**config.mk**
```make
export PLATFORM = sky130hd
export DESIGN_NAME = fdiv_req_seq
export DESIGN_NICKNAME = d
export VERILOG_FILES = /design/src/rtl/fdiv_pkg.sv /design/src/rtl/fdiv_rsp_fifo.sv /design/src/rtl/fdiv_req_seq.sv
export SDC_FILE = /design/constraint.sdc
export NUM_CORES = 1
export LEC_CHECK = 0
export BUFFER_PORTS_ARGS = -buffer_cell sky130_fd_sc_hd__buf_2
export CORE_MARGIN = 5
export CORE_UTILIZATION = 35
export DETAILED_ROUTE_END_ITERATION = 10
export PLACE_DENSITY = 0.56
export SKIP_LAST_GASP = 1
export SLEW_MARGIN = 20
export SYNTH_ARGS = -nofsm -noshare
export SYNTH_HDL_FRONTEND = slang
export SYNTH_SLANG_ARGS = --single-unit
```
**constraint.sdc**
```tcl
create_clock -name i_clk -period 9.5 [get_ports i_clk]
set_input_delay 2.85 -clock i_clk [delete_from_list [all_inputs] [get_ports i_clk]]
set_output_delay 2.85 -clock i_clk [all_outputs]
set_load 0.01 [all_outputs]
```
**src/rtl/fdiv_pkg.sv**
```systemverilog
// Shared types, constants and operand classification for the divider request sequencer.
package fdiv_pkg;

    typedef enum logic [2:0] {
        IDLE,
        ISSUE,
        START,
        WAIT,
        CAPTURE,
        DRAIN
    } state_e;

    typedef enum logic [2:0] {
        ZERO,
        SUB,
        NORM,
        INF,
        NAN
    } op_class_e;

    localparam logic [31:0] QNAN_DEFAULT = 32'h7FC0_0000;

    localparam int INVALID   = 0;
    localparam int DIVBYZERO = 1;
    localparam int OVERFLOW  = 2;
    localparam int TIMEOUT   = 3;

    function automatic op_class_e classify(input logic [31:0] x);
        op_class_e c;
        if (x[30:23] == 8'hFF) begin
            if (x[22:0] == 23'd0) c = INF;
            else                  c = NAN;
        end else if (x[30:23] == 8'h00) begin
            if (x[22:0] == 23'd0) c = ZERO;
            else                  c = SUB;
        end else begin
            c = NORM;
        end
        return c;
    endfunction

endpackage

```
**src/rtl/fdiv_rsp_fifo.sv**
```systemverilog
// Two-entry response FIFO; a push is accepted while full if a pop happens in the same cycle.
module fdiv_rsp_fifo #(
    parameter int W = 40
) (
    input  logic         i_clk,
    input  logic         i_rst,
    input  logic         i_push,
    input  logic [W-1:0] i_data,
    input  logic         i_pop,
    output logic [W-1:0] o_data,
    output logic         o_valid,
    output logic         o_full
);

    logic [W-1:0] r_mem [2];
    logic         r_wr_ptr;
    logic         r_rd_ptr;
    logic [1:0]   r_count;
    logic         w_do_pop;
    logic         w_do_push;

    assign w_do_pop  = i_pop & (r_count != 2'd0);
    assign w_do_push = i_push & ((r_count != 2'd2) | w_do_pop);

    always_ff @(posedge i_clk) begin
        if (i_rst) begin
            r_mem[0] <= '0;
            r_mem[1] <= '0;
            r_wr_ptr <= 1'b0;
            r_rd_ptr <= 1'b0;
            r_count  <= 2'd0;
        end else begin
            if (w_do_push) begin
                r_mem[r_wr_ptr] <= i_data;
                r_wr_ptr        <= ~r_wr_ptr;
            end
            if (w_do_pop) begin
                r_rd_ptr <= ~r_rd_ptr;
            end
            case ({w_do_push, w_do_pop})
                2'b10:   r_count <= r_count + 2'd1;
                2'b01:   r_count <= r_count - 2'd1;
                default: r_count <= r_count;
            endcase
        end
    end

    assign o_data  = r_mem[r_rd_ptr];
    assign o_valid = (r_count != 2'd0);
    assign o_full  = (r_count == 2'd2);

endmodule

```
**src/rtl/fdiv_req_seq.sv**
```systemverilog
// Request sequencer for the binary32 divider core: special operands resolved locally,
// finite pairs issued to the core with start/busy watchdogs, results queued in a 2-entry buffer.
//
// state   | meaning
// IDLE    | accept requests; special operands answered on the accept edge
// ISSUE   | core enabled, operands presented
// START   | one-cycle core_start pulse
// WAIT    | watch busy rise (START_WAIT) then fall (TIMEOUT_CYCLES)
// CAPTURE | write core result to the buffer
// DRAIN   | core abandoned after timeout; wait for busy to clear
module fdiv_req_seq
    import fdiv_pkg::*;
#(
    parameter int TAG_W          = 4,
    parameter int TIMEOUT_CYCLES = 64,
    parameter int START_WAIT     = 4
) (
    input  logic             i_clk,
    input  logic             i_rst,
    input  logic             i_req_valid,
    output logic             o_req_ready,
    input  logic [31:0]      i_req_a,
    input  logic [31:0]      i_req_b,
    input  logic [TAG_W-1:0] i_req_tag,
    output logic             o_rsp_valid,
    input  logic             i_rsp_ready,
    output logic [31:0]      o_rsp_z,
    output logic [TAG_W-1:0] o_rsp_tag,
    output logic [3:0]       o_rsp_flags,
    output logic [31:0]      o_core_a,
    output logic [31:0]      o_core_b,
    output logic             o_core_enable,
    output logic             o_core_start,
    input  logic             i_core_busy,
    input  logic [31:0]      i_core_z
);

    localparam int ENT_W   = 32 + TAG_W + 4;
    localparam int CNT_MAX = (TIMEOUT_CYCLES > START_WAIT) ? TIMEOUT_CYCLES : START_WAIT;
    localparam int CNT_W   = $clog2(CNT_MAX + 1);

    state_e           r_state;
    logic [TAG_W-1:0] r_tag;
    logic [CNT_W-1:0] r_cnt;
    logic             r_busy_seen;
    logic             r_tmo_pend;

    op_class_e        w_cls_a;
    op_class_e        w_cls_b;
    logic             w_sign;
    logic             w_fast;
    logic [31:0]      w_fast_z;
    logic [3:0]       w_fast_flags;
    logic             w_accept;
    logic             w_full;
    logic             w_pop;
    logic             w_can_push;
    logic             w_tmo;
    logic             w_push;
    logic [ENT_W-1:0] w_push_data;
    logic [ENT_W-1:0] w_head;

    always_comb begin
        w_cls_a      = classify(i_req_a);
        w_cls_b      = classify(i_req_b);
        w_sign       = i_req_a[31] ^ i_req_b[31];
        w_fast       = 1'b1;
        w_fast_z     = QNAN_DEFAULT;
        w_fast_flags = 4'b0000;
        if (w_cls_a == NAN) begin
            w_fast_z              = i_req_a | 32'h0040_0000;
            w_fast_flags[INVALID] = 1'b1;
        end else if (w_cls_b == NAN) begin
            w_fast_z              = i_req_b | 32'h0040_0000;
            w_fast_flags[INVALID] = 1'b1;
        end else if ((w_cls_a == ZERO && w_cls_b == ZERO) || (w_cls_a == INF && w_cls_b == INF)) begin
            w_fast_z              = QNAN_DEFAULT;
            w_fast_flags[INVALID] = 1'b1;
        end else if (w_cls_a == INF) begin
            // inf/0 lands here too: zero is finite, so no divide-by-zero flag
            w_fast_z = {w_sign, 8'hFF, 23'd0};
        end else if (w_cls_b == ZERO) begin
            w_fast_z                = {w_sign, 8'hFF, 23'd0};
            w_fast_flags[DIVBYZERO] = 1'b1;
        end else if (w_cls_a == ZERO || w_cls_b == INF) begin
            w_fast_z = {w_sign, 31'd0};
        end else begin
            w_fast = 1'b0;
        end
    end

    assign o_req_ready = (r_state == IDLE) & ~w_full & ~i_core_busy & ~i_rst;
    assign w_accept    = i_req_valid & o_req_ready;
    assign w_pop       = o_rsp_valid & i_rsp_ready;
    assign w_can_push  = ~w_full | w_pop;
    assign w_tmo       = (r_state == WAIT) &
                         (r_tmo_pend | ((r_cnt == '0) & (r_busy_seen ? i_core_busy : ~i_core_busy)));

    always_comb begin
        w_push      = 1'b0;
        w_push_data = '0;
        case (r_state)
            IDLE: begin
                w_push      = w_accept & w_fast;
                w_push_data = {w_fast_z, i_req_tag, w_fast_flags};
            end
            WAIT: begin
                w_push      = w_tmo & w_can_push;
                w_push_data = {QNAN_DEFAULT, r_tag, 4'b1000};
            end
            CAPTURE: begin
                w_push      = w_can_push;
                w_push_data = {i_core_z, r_tag, 1'b0, (i_core_z[30:23] == 8'hFF), 2'b00};
            end
            default: begin
                w_push      = 1'b0;
                w_push_data = '0;
            end
        endcase
    end

    always_ff @(posedge i_clk) begin
        if (i_rst) begin
            r_state       <= IDLE;
            r_tag         <= '0;
            r_cnt         <= '0;
            r_busy_seen   <= 1'b0;
            r_tmo_pend    <= 1'b0;
            o_core_a      <= '0;
            o_core_b      <= '0;
            o_core_enable <= 1'b0;
            o_core_start  <= 1'b0;
        end else begin
            case (r_state)
                IDLE: begin
                    if (w_accept && !w_fast) begin
                        o_core_a      <= i_req_a;
                        o_core_b      <= i_req_b;
                        r_tag         <= i_req_tag;
                        o_core_enable <= 1'b1;
                        r_state       <= ISSUE;
                    end
                end
                ISSUE: begin
                    o_core_start <= 1'b1;
                    r_state      <= START;
                end
                START: begin
                    o_core_start <= 1'b0;
                    r_cnt        <= CNT_W'(START_WAIT - 1);
                    r_busy_seen  <= 1'b0;
                    r_tmo_pend   <= 1'b0;
                    r_state      <= WAIT;
                end
                WAIT: begin
                    if (w_tmo) begin
                        if (w_can_push) begin
                            r_tmo_pend    <= 1'b0;
                            o_core_enable <= 1'b0;
                            r_state       <= DRAIN;
                        end else begin
                            r_tmo_pend <= 1'b1;
                        end
                    end else if (!r_busy_seen) begin
                        if (i_core_busy) begin
                            r_busy_seen <= 1'b1;
                            r_cnt       <= CNT_W'(TIMEOUT_CYCLES - 1);
                        end else begin
                            r_cnt <= r_cnt - CNT_W'(1);
                        end
                    end else if (!i_core_busy) begin
                        r_state <= CAPTURE;
                    end else begin
                        r_cnt <= r_cnt - CNT_W'(1);
                    end
                end
                CAPTURE: begin
                    if (w_can_push) begin
                        o_core_enable <= 1'b0;
                        r_state       <= IDLE;
                    end
                end
                DRAIN: begin
                    if (!i_core_busy) begin
                        r_state <= IDLE;
                    end
                end
                default: r_state <= IDLE;
            endcase
        end
    end

    fdiv_rsp_fifo #(.W(ENT_W)) u_rsp_fifo (
        .i_clk   (i_clk),
        .i_rst   (i_rst),
        .i_push  (w_push),
        .i_data  (w_push_data),
        .i_pop   (w_pop),
        .o_data  (w_head),
        .o_valid (o_rsp_valid),
        .o_full  (w_full)
    );

    assign o_rsp_z     = w_head[ENT_W-1 -: 32];
    assign o_rsp_tag   = w_head[4 +: TAG_W];
    assign o_rsp_flags = w_head[3:0];

endmodule

```
---- After elaboration in Yosys (flattened, before gate mapping) ----
Memory sizes are Yosys's and may differ from the RTL's. A register that Yosys moved wholly into a read port is not among the register bits.
Cells that the tools add are included.
storage, ports and cells
  memories kept ........................... 1
  bits in registers ....................... 86
  input port bits ......................... 105
  bits in writable memories ............... 80
  output and inout bits ................... 108
operators by class
  equal/unequal tests ..................... 25
  muxes and demuxes ....................... 67
  reductions and logical operators ........ 26
  add/subtract/negate cells ............... 3
  bitwise operators ....................... 20
memory list
  name              words  width  rd ports  clocked after Yosys merged registers in  write ports  RTL line             text
  u_rsp_fifo.r_mem  2      40     1         1                                        2            fdiv_rsp_fifo.sv:15  logic [W-1:0] r_mem [2];
operators by type and width
  operator             count
  $mux 32              6
  $pmux 40 s3          1
  $logic_not 23->1     2
  $mux 40              1
  $reduce_or 40->1     1
  $mux 3               13
  $mux 1               34
  $mux 7               4
  $eq 8x8->1 const B   3
  $pmux 3 s6           1
  $logic_not 8->1      2
  $pmux 7 s2           1
  $eq 3x2->1 const B   4
  $eq 3x3->1 const B   4
  $ne 3x3->1 const B   4
  $and 1x1->1          11
  $ne 2x2->1 const B   5
  $logic_not 3->1      3
  $reduce_bool 2->1    4
  $logic_not 7->1      1
  $sub 7x1->7 const B  1
  $pmux 1 s2           3
  $pmux 1 s3           2
  $reduce_and 2->1     3
  other kinds (16)     27

---- Depth between registers and ports, before layout ----
  word-level depth ........................ 20
  mapped depth ............................ 11
  depth with buffers taken out ............ 11

---- Hierarchy ----
Synthesis repeated with hierarchy kept, for this count alone.
unflattened totals
  cell total of the unflattened synthesis .. 824
  area total of the unflattened synthesis .. 8319.2 µm²
by module, submodules not included
  module         area each (µm²)  cells each  seq. area each (µm²)  times used
  fdiv_req_seq   4594.4           580         1641.6                1
  fdiv_rsp_fifo  3724.8           244         2502.4                1

---- Worst setup path before layout ----
Ideal clock, no wire load.
  path kind ............................... input to register
  start point ............................. in i_req_a[17]
  end point ............................... mem u_rsp_fifo.r_mem[0][0], enable pin
  path buffers ............................ 0
  path slack .............................. 2.891 ns
  library setup time ...................... 0.446 ns
  stages on the path ...................... 6
  data arrival time ....................... 6.164 ns
  required time ........................... 9.054 ns
  cells stage by stage .................... nor4_1 -> nand4_1 -> o31ai_2 -> o311ai_1 -> a21o_1 -> o21bai_1
RTL lines
  element          RTL line             text
  start, declared  fdiv_req_seq.sv:22   input logic [31:0] i_req_a,
  end, declared    fdiv_rsp_fifo.sv:15

---- Worst setup path in the final report ----
  start point ............................. in i_core_busy
  end point ............................... out o_req_ready
between the ends
  longest elaborated chain between the ends .. 3
RTL lines
  element                   RTL line            text
  start, declared           fdiv_req_seq.sv:34  input logic i_core_busy,
  $not 1->1                 fdiv_req_seq.sv:92  assign o_req_ready = (r_state == IDLE) & ~w_full & ~i_core_busy & ~i_rst;
  $and 1x1->1 (2 in a row)  fdiv_req_seq.sv:92
  end, declared             fdiv_req_seq.sv:21  output logic o_req_ready,
Every way passes these cells.

==> metrics.log <==
INFO  metric num-nets-final = 1,063
INFO  metric pre_cts_ws = 3104 ps
INFO  metric globalRouteOverflowTotal = 0
INFO  metric ys_dominant_reg_cell = dfxtp_1
INFO  metric synth_adder_area_share = 0.8453%
INFO  metric clkLatencyLatePin = 420 ps
INFO  metric final_period_minus_worst_setup_slack = 6412 ps
INFO  metric synth-seq-area-share = 55.99%
INFO  metric share_of_layout_cells_above_drive_strength_1 = 31.88%
INFO  metric ant_nets_after_route = 0
INFO  metric critPathCaptureType = primary output
INFO  metric drt_drc = 0
INFO  metric finalHoldWorstSlack = 451.3 ps
INFO  metric ys_ff_latch = 167
INFO  metric synthDominantAreaCellType = edfxtp_1
INFO  metric maxCapViolations = 0
INFO  metric fin_setup_tns = 0 ps
INFO  metric slew_viol_final = 0
INFO  metric boundaryPins = 213
INFO  metric setup-violations-final = 0
INFO  metric area.growth.synth_to_final = 25.33%
INFO  metric clock_slew_seen_by_the_registers_of_the_worst_setup_and_hold_paths = 70 ps
INFO  metric tritoncts = built
INFO  metric post_route_setup_slack = 3088 ps
INFO  metric hold_viol = 0
INFO  metric yosysWarningCount = 0
INFO  metric cts_post_setup_buffers_inserted = 0
INFO  metric netlist_area = 0.007401 sq mm
INFO  metric routed_via_density = 5.224
INFO  metric critical_path_arrival = 3560 ps
INFO  metric synthesis.instances = 762
INFO  metric dpl.cell_count = 1,209
INFO  metric outcome = finished clean
INFO  metric static-leakage-power = 0.003637 uW
INFO  metric post_layout_nonfiller_instances = 1,242
INFO  metric proportion_of_synthesized_flip_flops_having_asynchronous_set_or_reset = 0%
INFO  metric quantity_of_i_o_buffers_inserted_on_ports = 212
INFO  metric initial_drc_count = 624
INFO  metric hold_crit_class = reg -> reg
INFO  metric ys_top_cells_by_area = edfxtp_1 (32%), dfxtp_1 (24%), nand2_1 (8.2%)
INFO  metric grt_pass1_wl = 35,840 um
INFO  metric clk_path_buf_depth = 2
INFO  metric die_area = 0.02415 sq mm
INFO  metric cts-hold-fix-buffers = 0
INFO  metric worstMarginPinSlew = 1046 ps
INFO  metric post_synth_and_or_nand_nor_area_fraction = 18.93%
INFO  metric die_width = 155.4 um
INFO  metric ys_top_cells_by_count = nand2_1 (162), a21oi_1 (101), nor2_1 (92)
INFO  metric synth_top_family_by_area = simple AND/OR/NAND/NOR gates
INFO  metric max_freq = 156.0 MHz
INFO  metric dp_hpwl = 17,080 um
INFO  metric worstSetupPathType = in -> out
INFO  metric synth_cell_types = 49
INFO  metric row_count = 53
INFO  metric ctsResizeCount = 0
INFO  metric global_route_usage_sum = 19.09%
INFO  metric yosys.cell_count.top_type = nand2_1
INFO  metric parity_gate_share_of_the_synthesized_area_counting_xor_and_xnor_cells = 0.5917%
INFO  metric crit_fanout = 6
INFO  metric synthesis.nets = 872
INFO  metric synth_mux_area_share = 6.357%
INFO  metric cts-buffers-inserted = 17
INFO  metric number_of_h_tree_levels = 4
INFO  metric detailroute.via_count = 6,488
INFO  metric drt_pass1_iterations = 6
INFO  metric powerDensity = 181.2 mW/mm^2
INFO  metric floorplan.initialDensity = 35.43%
INFO  metric r2r_slack = 6160 ps
INFO  metric maxSlewHeadroom = 30.28%
INFO  metric cts_sinks = 167
INFO  metric synth-compound-area-share = 13.96%
INFO  metric synth_enable_flop_cells = 80
INFO  metric layout_skew = 10.96 ps
INFO  metric cp.required = 6650 ps
INFO  metric die_h = 155.4 um
INFO  metric detail_route.wl_per_cell = 19.21 um
INFO  metric synthDominantCellAreaShare = 32.46%
INFO  metric core-area = 0.02089 sq mm
INFO  metric rsz_0062_raised_after_global_routing = false
INFO  metric gp_routability_congestion = 0.9793
INFO  metric totalWireLength = 23,870 um
INFO  metric grt_max_degree = 90
INFO  metric start_kind = input port
INFO  metric first_global_vias = 6,293
INFO  metric clock_root_buffer = clkbuf_16
INFO  metric syn_avg_cell_area = 9.712 sq um
INFO  metric power.ir.vdd_worst = 0.1231 mV
INFO  metric final.period_utilization = 67.49%
INFO  metric antenna_found_initial = 2
-- metal layers --
| layer | track usage, % | routed length, um |
|---|---|---|
| met2 | 29.18 | 11020 |
| met5 | 0 | 16 |
| met1 | 25.85 | 10270 |
| met3 | 6.342 | 2078 |
| met4 | 5.669 | 484 |
-- final cells by class --
class / count / area (sq um)
Clock inverter: 15 / 163.9
Sequential cell: 167 / 4145
Antenna cell: 1 / 2.502
Inverter: 5 / 18.77
Timing Repair Buffer: 223 / 1144
Clock buffer: 17 / 425.4
Multi-Input combinational cell: 539 / 3032
Fill cell: 2093 / 11610
Tap cell: 275 / 344.1
-- stage by stage --
stage          power [uW]  util (%)  area, sq um
2_1_floorplan       912.5         -         7401
3_3_place_gp        997.4     41.57         8683
3_5_place_dp        998.9     41.57         8683
4_1_cts              1695     44.39         9273
5_1_grt              1749     44.40         9275
6_report             1681     44.40         9275
-- where the power goes --
group	total, uW	internal (uW)	switching (uW)
clock network	699	393	306
registers	799	782	17.1
logic	183	69.2	113
-- worst paths after layout --
path | startpoint | endpoint | depth (start not counted)
worst max-delay path | i_core_busy | o_req_ready | 3
worst min-delay path | o_core_a[17] | o_core_a[17] | 2
worst max register to register | r_busy_seen | u_rsp_fifo.r_mem[1][12] | 10
worst min register to register | o_core_a[17] | o_core_a[17] | 2
-- layout by cell type (no fill, tap or decap), drive strengths merged, types with 14 or more instances in the layout --
master    n
nor4     14
edfxtp   80
a222oi   21
buf     223
clkbuf   17
dfxtp    87
mux2     40
nand2   163
a21oi   101
nor2     92
-- critical path: stages --
cell and delay, ps:
buf_2 140, nor4_4 350, buf_2 210
-- state kept, by name, summed over array words and instances (netlist names), 2 cells and up, named ones only --
name                cells
u_rsp_fifo.r_count      2
r_cnt                   7
r_state                 3
o_core_a               32
u_rsp_fifo.r_mem       80
r_tag                   4
o_core_b               32
-- kinds of logic (layout without fill, tap and decap cells) --
logic type / after synthesis / after routing
AOI/OAI and AO/OA: 165 / 165
DFF: 167 / 167
adders and majority gates: 5 / 5
muxes: 42 / 42
other: 0 / 1
xor gates and xnor gates: 5 / 5
and+or+nand+nor: 322 / 322
buffers and inverters: 56 / 260
(Power assumes the default switching activity.)
